`config.mk`:
```
export PLATFORM = sky130hd
export DESIGN_NAME = bk_sector_server
export DESIGN_NICKNAME = d
export VERILOG_FILES = /design/src/rtl/bk_sector_server.sv
export SDC_FILE = /design/constraint.sdc
export NUM_CORES = 1
export LEC_CHECK = 0
export ABC_AREA = 1
export BUFFER_PORTS_ARGS = -buffer_cell sky130_fd_sc_hd__buf_2
export CAP_MARGIN = 20
export CELL_PAD_IN_SITES_DETAIL_PLACEMENT = 1
export CELL_PAD_IN_SITES_GLOBAL_PLACEMENT = 2
export CORE_ASPECT_RATIO = 1.1
export CORE_MARGIN = 2
export CORE_UTILIZATION = 26
export CTS_BUF_LIST = sky130_fd_sc_hd__clkbuf_2 sky130_fd_sc_hd__clkbuf_4 sky130_fd_sc_hd__clkbuf_8
export DETAILED_ROUTE_END_ITERATION = 7
export GPL_TIMING_DRIVEN = 0
export PLACE_DENSITY_LB_ADDON = 0.1
export SLEW_MARGIN = 30
export SYNTH_ARGS = -nofsm -noshare
export SYNTH_HDL_FRONTEND = slang
export SYNTH_SLANG_ARGS = --single-unit
```
`constraint.sdc`:
```
create_clock -name clk_sys -period 8.2 [get_ports clk_sys]
set_input_delay 1.23 -clock clk_sys [delete_from_list [all_inputs] [get_ports clk_sys]]
set_output_delay 1.23 -clock clk_sys [all_outputs]
set_load 0.05 [all_outputs]
```
`src/rtl/bk_sector_server.sv`:
```
// Sector responder for the sd_lba/sd_rd/sd_wr/sd_ack/sd_buff_* block protocol.
// Moves one 256-word sector per request between the requester's buffer RAM
// and a word-wide backing store, and announces a mounted image on request.
module bk_sector_server #(
   parameter int LBA_BITS    = 8,
   parameter int IMG_SECTORS = 128,
   parameter int ACK_DELAY   = 4
) (
   input  logic                clk_sys,
   input  logic                reset,
   input  logic                mount,
   input  logic                readonly_in,
   input  logic [31:0]         sd_lba,
   input  logic                sd_rd,
   input  logic                sd_wr,
   output logic                sd_ack,
   output logic [7:0]          sd_buff_addr,
   output logic [15:0]         sd_buff_dout,
   input  logic [15:0]         sd_buff_din,
   output logic                sd_buff_wr,
   output logic                img_mounted,
   output logic                img_readonly,
   output logic [63:0]         img_size,
   output logic [LBA_BITS+7:0] st_addr,
   output logic                st_rd,
   output logic                st_wr,
   output logic [15:0]         st_dout,
   input  logic [15:0]         st_din,
   input  logic                st_ready,
   output logic                err_oor
);

   // state    | meaning
   // IDLE     | waiting for sd_rd/sd_wr; mount announcements served here
   // DELAY    | request accepted, counting down to sd_ack rise
   // RD_REQ   | fetch word from store (skipped when out of range)
   // RD_PUT   | write fetched word into requester buffer
   // WR_ADDR  | present buffer address to requester RAM
   // WR_WAIT  | requester RAM latency; capture its data at the end
   // WR_STORE | push captured word into store (skipped when out of range)
   // DONE     | one sd_ack-low cycle before the next sector
   typedef enum logic [2:0] {
      S_IDLE, S_DELAY, S_RD_REQ, S_RD_PUT, S_WR_ADDR, S_WR_WAIT, S_WR_STORE, S_DONE
   } state_t;

   localparam logic [3:0]  ACK_CNT   = 4'(ACK_DELAY);
   localparam logic [63:0] IMG_BYTES = 64'(IMG_SECTORS) * 64'd512;

   state_t              state_q, state_d;
   logic [3:0]          cnt_q, cnt_d;
   logic [7:0]          word_q, word_d;
   logic [LBA_BITS-1:0] lba_q, lba_d;
   logic                is_rd_q, is_rd_d;
   logic                oor_q, oor_d;
   logic [15:0]         data_q, data_d;
   logic [15:0]         wdata_q, wdata_d;
   logic                mnt_pend_q, mnt_pend_d;
   logic                mnt_ro_q, mnt_ro_d;
   logic                img_mounted_q, img_mounted_d;
   logic                img_ro_q, img_ro_d;
   logic [63:0]         img_size_q, img_size_d;

   logic accept;
   logic req_oor;

   // A request is only looked at in IDLE; the range check uses the full 32-bit LBA.
   assign accept  = (state_q == S_IDLE) && (sd_rd || sd_wr) && !reset;
   assign req_oor = (sd_lba >= 32'(IMG_SECTORS)) || (!sd_rd && img_ro_q);

   // State and datapath registers; reset drops any transfer and pending mount at once.
   always_ff @(posedge clk_sys or posedge reset) begin
      if (reset) begin
         state_q       <= S_IDLE;
         cnt_q         <= '0;
         word_q        <= '0;
         lba_q         <= '0;
         is_rd_q       <= 1'b0;
         oor_q         <= 1'b0;
         data_q        <= '0;
         wdata_q       <= '0;
         mnt_pend_q    <= 1'b0;
         mnt_ro_q      <= 1'b0;
         img_mounted_q <= 1'b0;
         img_ro_q      <= 1'b0;
         img_size_q    <= '0;
      end else begin
         state_q       <= state_d;
         cnt_q         <= cnt_d;
         word_q        <= word_d;
         lba_q         <= lba_d;
         is_rd_q       <= is_rd_d;
         oor_q         <= oor_d;
         data_q        <= data_d;
         wdata_q       <= wdata_d;
         mnt_pend_q    <= mnt_pend_d;
         mnt_ro_q      <= mnt_ro_d;
         img_mounted_q <= img_mounted_d;
         img_ro_q      <= img_ro_d;
         img_size_q    <= img_size_d;
      end
   end

   // Next-state, word sequencing and mount bookkeeping.
   always_comb begin
      state_d       = state_q;
      cnt_d         = cnt_q;
      word_d        = word_q;
      lba_d         = lba_q;
      is_rd_d       = is_rd_q;
      oor_d         = oor_q;
      data_d        = data_q;
      wdata_d       = wdata_q;
      mnt_pend_d    = mnt_pend_q;
      mnt_ro_d      = mnt_ro_q;
      img_mounted_d = 1'b0;
      img_ro_d      = img_ro_q;
      img_size_d    = img_size_q;

      case (state_q)
         S_IDLE: begin
            if (accept) begin
               state_d = S_DELAY;
               cnt_d   = ACK_CNT;
               word_d  = '0;
               lba_d   = sd_lba[LBA_BITS-1:0];
               is_rd_d = sd_rd;
               oor_d   = req_oor;
            end
         end
         S_DELAY: begin
            if (cnt_q <= 4'd1) begin
               state_d = is_rd_q ? S_RD_REQ : S_WR_ADDR;
            end else begin
               cnt_d = cnt_q - 4'd1;
            end
         end
         S_RD_REQ: begin
            if (oor_q) begin
               data_d  = '0;
               state_d = S_RD_PUT;
            end else if (st_ready) begin
               data_d  = st_din;
               state_d = S_RD_PUT;
            end
         end
         S_RD_PUT: begin
            if (word_q == 8'hFF) begin
               word_d  = '0;
               state_d = S_DONE;
            end else begin
               word_d  = word_q + 8'd1;
               state_d = S_RD_REQ;
            end
         end
         S_WR_ADDR: state_d = S_WR_WAIT;
         S_WR_WAIT: begin
            wdata_d = sd_buff_din;
            state_d = S_WR_STORE;
         end
         S_WR_STORE: begin
            if (oor_q || st_ready) begin
               if (word_q == 8'hFF) begin
                  word_d  = '0;
                  state_d = S_DONE;
               end else begin
                  word_d  = word_q + 8'd1;
                  state_d = S_WR_ADDR;
               end
            end
         end
         S_DONE:  state_d = S_IDLE;
         default: state_d = S_IDLE;
      endcase

      // An announcement never shares a cycle with a request accept.
      if ((state_q == S_IDLE) && !accept && mnt_pend_q) begin
         img_mounted_d = 1'b1;
         img_ro_d      = mnt_ro_q;
         img_size_d    = IMG_BYTES;
         mnt_pend_d    = 1'b0;
      end
      if (mount) begin
         mnt_pend_d = 1'b1;
         mnt_ro_d   = readonly_in;
      end
   end

   // Protocol strobes decoded from the state; store access suppressed when out of range.
   always_comb begin
      sd_ack     = (state_q == S_RD_REQ) || (state_q == S_RD_PUT) || (state_q == S_WR_ADDR) ||
                   (state_q == S_WR_WAIT) || (state_q == S_WR_STORE);
      sd_buff_wr = (state_q == S_RD_PUT);
      st_rd      = (state_q == S_RD_REQ) && !oor_q;
      st_wr      = (state_q == S_WR_STORE) && !oor_q;
      err_oor    = accept && req_oor;
   end

   assign sd_buff_addr = word_q;
   assign sd_buff_dout = data_q;
   assign st_addr      = {lba_q, word_q};
   assign st_dout      = wdata_q;
   assign img_mounted  = img_mounted_q;
   assign img_readonly = img_ro_q;
   assign img_size     = img_size_q;

endmodule
```
==> impl_metrics.csv <==
group,metric,value,unit
timing,hold_viol_final,0,
route,vias,3172,
timing,rsz0062_at_grt,"false",
clocking,root_buffer,"clkbuf_8",
route,avgRoutedWirePerCell,11.8,um
global_routing,met2_usage,23.3,%
worst_setup_path,cp-startpoint,"reset",
worst_setup_path,required,6.97,ns
timing,min_period_over_period,51.2,%
synth,ys_async_sr_fraction,100,%
timing,max_slew_margin,66.5,%
hold_path,hold_start,"sd_buff_dout[11]",
worst_setup_path,crit_path_end_kind,"primary output",
worst_setup_path,r2r-end,"sd_buff_addr[5]",
timing,fmax,238,MHz
global_routing,grt.total_usage,13.5,%
timing,hold_ws,0.476,ns
timing,period_minus_slack,4.20,ns
die,die_y,125,um
route,via_per_inst,4.01,
worst_setup_path,worst-setup-path-type,"primary input to primary output",
clocking,cts_tree,"built",
route,ant_nets,0,
timing,setup-tns-final,0,ns
die,start_util,26.4,%
clocking,cts-htree-levels,3,
route,finalWirelength,9.35,mm
final_layout,drive_gt1_share,41.0,%
synth,synth_edf_count,0,
timing,setup_viol,0,
timing,slew_viol_final,0,
synth,ys_seq_elements,62,
placed_design,place.gp.congestion,0.784,
clocking,clock_latency,0.35,ns
clocking,cts_buffer_depth,2,
synth,synth.cell_area,0.00348,mm2
final_layout,fillerInstances,1662,
route,drcViolationCount,0,
final_layout,synthToLayoutAreaGrowth,39.2,%
hold_path,hp-class,"register to register",
global_routing,met3_usage,3.44,%
worst_setup_path,reg2reg_slack,6.47,ns
timing,skew,0.00718,ns
global_routing,antenna_found_initial,0,
synth,synthCells,417,
die,core_area,0.0132,mm2
worst_setup_path,r2r-start,"sd_buff_addr[1]",
worst_setup_path,startpoint_type,"primary input",
pwr,p_leak,2.81,nW
hold_path,min_to,"sd_buff_dout[11]",
global_routing,grt_max_degree,44,
global_routing,grt_pass1_vias,3209,
die,io_pins,198,
job,max_cap_viol_count,0,
clocking,post-cts-setup-buffers,0,
die,die_x,114,um
synth,yosysUniqueCellTypes,27,
placed_design,portBuffers,134,
clocking,cts_sinks,62,
synth,syn_area_per_cell,8.34,um2
route,drt_iter0_markers,86,
worst_setup_path,worstPathArrival,2.97,ns
synth,yosys_most_used_dff,"dfrtp_1",
synth,synth_seq_area_share,44.6,%
clocking,post_cts_resized,0,
clocking,cts_buffers,9,
clocking,holdBufCountCts,0,
route,dr.pass1.iters,4,
final_layout,num_antenna_cells,0,
global_routing,grt_pass1_wl,15.4,mm
placed_design,place_hpwl,7.45,mm
pwr,ir_worst_vdd,0.0979,mV
die,die_area,0.0143,mm2
hold_path,holdPathStages,2,
global_routing,overflow,0,
pwr,powerDensity,368,mW/mm2
outcome,status,"complete, no violations",
synth,ys_warn_count,0,
timing,max_slew.worst_pin.slew,0.500,ns
global_routing,use_met1,15.9,%
die,rows,44,
clocking,path_clk_slew,0.07,ns
worst_setup_path,r2r_cells,8,
worst_setup_path,cp_max_fo,43,
global_routing,grt.busiest_layer,"met2",
final_layout,final_nets,702,
-- report_power, final --
| part | internal (mW) | switching (mW) |
|---|---|---|
| clock network | 0.183 | 0.127 |
| registers | 0.427 | 0.0717 |
| logic | 0.244 | 0.729 |
| total | 0.854 | 0.928 |
-- routing by layer --
metal | wire, um | share of wire, % | vias up
met5 | 0 | 0 | -
met4 | 163 | 1.7 | 0
met3 | 564 | 6.0 | 11
met2 | 4720 | 51 | 105
met1 | 3900 | 42 | 1457
li1 | - | - | 1599
-- final cells by class --
cell class                 count  area, um2  share of cell area [%]
multi-input combinational    314       1490                    30.9
inverter                      26        100                    2.07
buffer                        77        567                    11.7
timing repair buffer         135        698                    14.4
clock buffer                  11        145                    3.00
tap                          161        201                    4.16
sequential                    62       1550                    32.1
clock inverter                 5       81.3                    1.68
-- metrics by stage --
step | instances | instance area (um2) | worst slack, ns | utilization, % | power (mW)
floorplan | 479 | 3710 | 2.90 | - | 1.25
global placement | 774 | 4580 | 2.10 | 34.8 | 1.47
detailed placement | 775 | 4610 | 3.92 | 35.1 | 1.49
CTS | 791 | 4840 | 3.91 | 36.8 | 1.81
global route | 791 | 4840 | 3.76 | 36.8 | 1.91
finish | 791 | 4840 | 4.00 | 36.8 | 1.78
-- Yosys cell counts (2+ instances only) --
| cell type | n | area [um2] |
|---|---|---|
| nor3_1 | 3 | 15.0 |
| o21ai_0 | 11 | 55.1 |
| inv_1 | 21 | 78.8 |
| o21bai_1 | 2 | 15.0 |
| dfrtp_1 | 62 | 1550 |
| mux2_2 | 16 | 180 |
| ha_1 | 6 | 75.1 |
| nand2_1 | 114 | 428 |
| nand3_1 | 44 | 220 |
| nor2_2 | 2 | 12.5 |
| buf_4 | 73 | 548 |
| inv_2 | 4 | 15.0 |
| buf_2 | 3 | 15.0 |
| nor2_1 | 37 | 139 |
| nand2_2 | 5 | 31.3 |
| nand4_1 | 3 | 18.8 |
-- logic make-up (layout without fill, tap and decap cells) --
family          Yosys count  in the layout  share of synthesized area [%]
xor+xnor                  2              2                          0.504
buf+inv                 103            254                           19.1
flops                    62             62                           44.6
other cells               1             63                          0.108
simple gates            213            213                           26.1
compound gates           14             14                           2.23
mux                      16             16                           5.18
fa+ha+maj                 6              6                           2.16
-- worst max-delay path, cell delays in order --
cell and delay, ns:
buf_2 0.11, inv_4 0.23, buf_16 0.27, o21ai_0 0.17, clkinv_1 0.20, nand2_2 0.14
buf_4 0.20, nor2_1 0.11, buf_2 0.27
-- worst max-delay path by stage --
stage | endpoint | slack, ns | depth (start not counted)
2_1_floorplan | err_oor | 2.90 | 6
3_3_place_gp | err_oor | 2.10 | 8
4_1_cts | err_oor | 3.91 | 9
6_report | err_oor | 4.00 | 9
5_1_grt | err_oor | 3.76 | 9
3_5_place_dp | err_oor | 3.92 | 9
-- state kept, by name, summed over array words and instances (netlist names) --
name	count
is_rd_q	1
sd_buff_dout	16
img_readonly	1
state_q	3
lba_q	8
st_dout	16
img_mounted	1
mnt_ro_q	1
sd_buff_addr	8
mnt_pend_q	1
cnt_q	4
oor_q	1
img_size	1
-- cell usage in the layout, fill, tap and decap left out, drive strengths merged, types with 2 or more instances in the layout --
master | Yosys | layout
bufinv | 0 | 2
o21ai | 11 | 11
dfrtp | 62 | 62
clkbuf | 1 | 12
o21bai | 2 | 2
nor3 | 3 | 3
nand3 | 45 | 45
ha | 6 | 6
clkinv | 1 | 2
conb | 1 | 63
nand2 | 119 | 119
mux2 | 16 | 16
inv | 25 | 26
buf | 76 | 211
nand4 | 3 | 3
nor2 | 40 | 40
No activity file was read; power rests on OpenSTA's default activity.
